==> src/rtl/mux_scan_sequencer.sv <==
// Channel-select sequencer for a registered 8:1 mux: scans the enabled channels, holding each for dwell+1 cycles.
// Latency: sel/sel_valid/busy follow an accepted start by one cycle; done/err are registered one-cycle pulses.
// Backpressure: none; stop aborts a scan, and start is only looked at while idle.
module mux_scan_sequencer #(
    parameter int DWELL_W = 4
) (
    input  logic               clk,
    input  logic               rst,
    input  logic               start,
    input  logic               stop,
    input  logic               mode,
    input  logic [7:0]         ch_mask,
    input  logic [DWELL_W-1:0] dwell,
    output logic [2:0]         sel,
    output logic               sel_valid,
    output logic               sample,
    output logic               busy,
    output logic               done,
    output logic               err
);

    typedef enum logic {
        IDLE = 1'b0,
        SCAN = 1'b1
    } state_t;

    state_t             state_q, state_d;
    logic [2:0]         sel_q, sel_d;
    logic [DWELL_W-1:0] cnt_q, cnt_d;
    logic [DWELL_W-1:0] dwell_q, dwell_d;
    logic [7:0]         mask_q, mask_d;
    logic               mode_q, mode_d;
    logic               done_q, done_d;
    logic               err_q, err_d;

    logic [2:0]         in_low;
    logic [2:0]         sh_low;
    logic [2:0]         sh_next;
    logic               sh_has_next;

    // Priority encoders: lowest set bit of the live and shadow masks, and the
    // next shadow channel strictly above the current select.
    always_comb begin
        in_low      = '0;
        sh_low      = '0;
        sh_next     = '0;
        sh_has_next = 1'b0;
        for (int i = 7; i >= 0; i--) begin
            if (ch_mask[i]) begin
                in_low = 3'(i);
            end
            if (mask_q[i]) begin
                sh_low = 3'(i);
            end
            if (mask_q[i] && (i > int'(sel_q))) begin
                sh_next     = 3'(i);
                sh_has_next = 1'b1;
            end
        end
    end

    always_comb begin
        state_d = state_q;
        sel_d   = sel_q;
        cnt_d   = cnt_q;
        dwell_d = dwell_q;
        mask_d  = mask_q;
        mode_d  = mode_q;
        done_d  = 1'b0;
        err_d   = 1'b0;

        case (state_q)
            IDLE: begin
                sel_d = '0;
                cnt_d = '0;
                if (start && !stop) begin
                    if (ch_mask != 8'h00) begin
                        mask_d  = ch_mask;
                        dwell_d = dwell;
                        mode_d  = mode;
                        sel_d   = in_low;
                        cnt_d   = dwell;
                        state_d = SCAN;
                    end else begin
                        err_d = 1'b1;
                    end
                end
            end
            SCAN: begin
                if (stop) begin
                    state_d = IDLE;
                    sel_d   = '0;
                    cnt_d   = '0;
                end else if (cnt_q != '0) begin
                    cnt_d = cnt_q - DWELL_W'(1);
                end else if (sh_has_next) begin
                    sel_d = sh_next;
                    cnt_d = dwell_q;
                end else if (mode_q) begin
                    sel_d = sh_low;
                    cnt_d = dwell_q;
                end else begin
                    state_d = IDLE;
                    sel_d   = '0;
                    cnt_d   = '0;
                    done_d  = 1'b1;
                end
            end
            default: begin
                state_d = IDLE;
                sel_d   = '0;
                cnt_d   = '0;
            end
        endcase
    end

    always_ff @(posedge clk) begin
        if (rst) begin
            state_q <= IDLE;
            sel_q   <= '0;
            cnt_q   <= '0;
            dwell_q <= '0;
            mask_q  <= '0;
            mode_q  <= 1'b0;
            done_q  <= 1'b0;
            err_q   <= 1'b0;
        end else begin
            state_q <= state_d;
            sel_q   <= sel_d;
            cnt_q   <= cnt_d;
            dwell_q <= dwell_d;
            mask_q  <= mask_d;
            mode_q  <= mode_d;
            done_q  <= done_d;
            err_q   <= err_d;
        end
    end

    // All outputs are decoded from registers only.
    assign sel       = sel_q;
    assign sel_valid = (state_q == SCAN);
    assign busy      = (state_q == SCAN);
    assign sample    = (state_q == SCAN) && (cnt_q == '0);
    assign done      = done_q;
    assign err       = err_q;

endmodule

==> config.mk <==
export PLATFORM = sky130hd
export DESIGN_NAME = mux_scan_sequencer
export DESIGN_NICKNAME = d
export VERILOG_FILES = /design/src/rtl/mux_scan_sequencer.sv
export SDC_FILE = /design/constraint.sdc
export NUM_CORES = 1
export LEC_CHECK = 0
export BUFFER_PORTS_ARGS = -buffer_cell sky130_fd_sc_hd__clkbuf_2
export CAP_MARGIN = 10
export CORE_MARGIN = 2
export CORE_UTILIZATION = 49
export DETAILED_ROUTE_END_ITERATION = 8
export PLACE_DENSITY = 0.84
export RECOVER_POWER = 50
export SETUP_SLACK_MARGIN = 0.1
export SYNTH_ARGS = -nofsm -noshare
export SYNTH_HDL_FRONTEND = slang
export SYNTH_SLANG_ARGS = --single-unit
==> constraint.sdc <==
create_clock -name clk -period 1.55 [get_ports clk]
set_input_delay 0.155 -clock clk [delete_from_list [all_inputs] [get_ports clk]]
set_output_delay 0.155 -clock clk [all_outputs]
set_load 0.01 [all_outputs]
==> flow_metrics.tcl <==
set metrics [dict create \
    status "finished, violations left" \
    violations "setup timing" \
    drt_iter0_markers 110 \
    cts_tree "built" \
    relSlewSlack 0.578 \
    max-vdd-ir-drop_mv 0.761 \
    rsz0062_at_grt "yes" \
    final_area_mm2 0.00189 \
    powerDensity_mw_per_mm2 716 \
    cts_buffer_depth 2 \
    fillers 178 \
    reg2reg_depth 9 \
    antenna_found_initial 0 \
    min_path_type "in2reg" \
    hold_buffers 0 \
    yosys.area.top_type "dfxtp_1" \
    drc 0 \
    synthToLayoutAreaGrowth_pct 39.6 \
    synth-async-reset-ratio 0 \
    worst_slew_pin_slew_ns 0.628 \
    synth_edf_count 0 \
    place_area_mm2 0.00162 \
    drive_above_1_share 0.440 \
    die_w_um 56.6 \
    yosysMostFrequentCell "nor2_1" \
    grt_max_degree 14 \
    drtPass1Iterations 5 \
    path_max_fanout 6 \
    nets 238 \
    critical_path_class "reg2reg" \
    die_h_um 56.6 \
    pre_cts_slack_ns -0.0369 \
    start_util 0.504 \
    core_mm2 0.00269 \
    synthesis.nets 180 \
    n_antenna_cell 0 \
    synth.area.top_cells "dfxtp_1, nor2_1, mux2i_1" \
    skew_ns 0.00511 \
    netlist_instances 161 \
    r2r_start "cnt_q[1]" \
    wl_per_cell_um 17.8 \
    clk_latency_ns 0.34 \
    synth_ff_type "dfxtp_1" \
    rrSetupSlack_ns -0.11 \
    vias 1529 \
    post-route-period-util 1.07 \
    r2r-end "cnt_q[2]" \
    min_from "dwell[2]" \
    hpwlAfterDp_mm 2.68 \
    rows 19 \
    max_freq_ghz 0.603 \
    cp_cell_sequence "inv_2, ha_4, nor3b_4, buf_6, buf_4, buf_4, nand2_1, o21ai_0, a22o_1" \
    synth_warnings 0 \
    worst_path_max_delay_cell "dfxtp_2" \
    cp.arrival_ns 1.91 \
    setup_viol_count_final 5 \
    gp_congestion 0.895 \
    grt_usage 0.258 \
    setup_ws_ns -0.109 \
    start_kind "register" \
    cts_buffers 3 \
    worstHoldEndpoint "cnt_q[2]" \
    ioPinCount 25 \
    clkSinkCount 23 \
    io_buffer_count 24 \
    route.final.wire_length_mm 4.44 \
    htree_num_levels 1 \
    antenna_left 0 \
    synth_common_cells "nor2_1, dfxtp_1, a21oi_1" \
    synth-seq-area-share 0.340 \
    dieArea_mm2 0.00320 \
    whs_path_depth 2 \
    globalRoute.totalOverflow 0 \
    root_buffer "clkbuf_4" \
    drv_slew 0 \
    grt_pass1_wl_mm 6.44 \
    viasPerCell 6.14 \
    hold_viol 0 \
    ys_seq_elements 23 \
    cp_common_cell "buf_4" \
    grt_pass1_vias 1396 \
    synth_area_mm2 0.00135 \
    min_period_ns 1.66 \
    clk_pin_slew_worst_paths_ns 0.15 \
    synth.avg_cell_area_um2 8.41 \
    end_kind "register" \
    yosysUniqueCellTypes 44 \
    cpPeakStageDelay_ns 0.38 \
    synth_top_area_frac 0.340 \
    max_cap_viol_count 0 \
    leakage_nw 0.804 \
    required_ns 1.81 \
]
[metrics by stage]
step | power, mW | hold slack, ns | std cells | util | TNS [ns]
floorplan | 0.845 | 0.280 | 161 | - | -0.0201
global placement | 0.934 | 0.385 | 228 | 0.602 | -0.00980
detailed placement | 0.945 | 0.392 | 228 | 0.602 | -0.101
CTS | 1.26 | 0.0470 | 242 | 0.651 | -0.144
global route | 1.41 | 0.0367 | 249 | 0.703 | -0.835
finish | 1.35 | 0.0325 | 249 | 0.703 | -0.457
[logic make-up (layout without fill, tap and decap cells)]
logic type               count (synthesis)  after routing  synth area share
AND/OR/NAND/NOR                         64             64             0.246
AO/OA/AOI/OAI                           45             45             0.234
flip-flops                              23             23             0.340
buffers and inverters                   16             73            0.0813
multiplexers                            10             10            0.0739
adder cells (fa/ha/maj)                  2              2            0.0185
XOR/XNOR                                 1              1           0.00647
[registers in the layout (all words and copies together) (netlist names)]
| register | count |
|---|---|
| cnt_q | 4 |
| mask_q | 8 |
| err | 1 |
| done | 1 |
| sel | 3 |
| mode_q | 1 |
| dwell_q | 4 |
| busy | 1 |
[report_power, final]
| group | leakage (nW) | internal (mW) | switching (mW) |
|---|---|---|---|
| combinational | 0.597 | 0.200 | 0.193 |
| sequential | 0.192 | 0.613 | 0.0277 |
| clock | 0.0150 | 0.101 | 0.219 |
[cell usage in the layout, fill, tap and decap left out, types with 2 or more instances in the layout]
cell type and count:
dfxtp_4 4, nor2_2 2, nor4_1 2, inv_2 2, nand2_1 8, nor2b_1 2
nor2_1 27, nor3b_4 2, o211ai_1 2, dfxtp_2 4, a31oi_1 2, inv_1 8
buf_6 6, nand3_1 2, clkbuf_2 21, or2_2 2, buf_4 29, o31ai_1 4
a311oi_2 2, a21oi_1 10, nor2b_2 2, o21ai_0 7, and2_4 2, clkbuf_1 3
mux2i_1 9, dfxtp_1 15, clkbuf_4 3, a22o_1 4, o21bai_1 3, nor3_1 4
[area by class of cell]
type | count | area [um2] | share of cell area
clock buffer | 4 | 26.3 | 0.0139
inverter | 10 | 37.5 | 0.0199
multi-input combinational | 122 | 893 | 0.473
sequential | 23 | 480 | 0.254
tap | 31 | 38.8 | 0.0205
timing repair buffer | 59 | 413 | 0.219
[metal layers]
layer	wire length (um)	global-route usage	up-vias
met3	376	0.0553	29
met4	197	0.109	0
met1	1680	0.319	710
met2	2180	0.432	100
met5	0	0	-
li1	-	-	690
[worst max-delay path by stage]
| stage | startpoint | endpoint | slack [ns] | depth (start not counted) |
|---|---|---|---|---|
| 2_1_floorplan | cnt_q[1] | cnt_q[2] | -0.01 | 7 |
| 3_3_place_gp | mask_q[5] | sel[0] | -0.01 | 5 |
| 3_5_place_dp | ch_mask[4] | cnt_q[0] | -0.04 | 6 |
| 4_1_cts | cnt_q[0] | sample | -0.06 | 6 |
| 5_1_grt | cnt_q[1] | cnt_q[3] | -0.18 | 8 |
| 6_report | cnt_q[1] | cnt_q[2] | -0.11 | 9 |
[critical path: cells and delay by family (launching register included)]
kind / cells / cell delay [ns]
AND/OR/NAND/NOR: 2 / 0.23
AO/OA/AOI/OAI: 2 / 0.36
buffers and inverters: 4 / 0.44
adder cells (fa/ha/maj): 1 / 0.15
flip-flops: 1 / 0.38
[timing repair]
action / CTS / global route
gates resized for setup: 9 / 22
endpoints found under the setup margin: 16 / 20
pin swaps: 8 / 12
setup buffers: 10 / 7
Note: power is estimated with default switching activity, not from simulation.
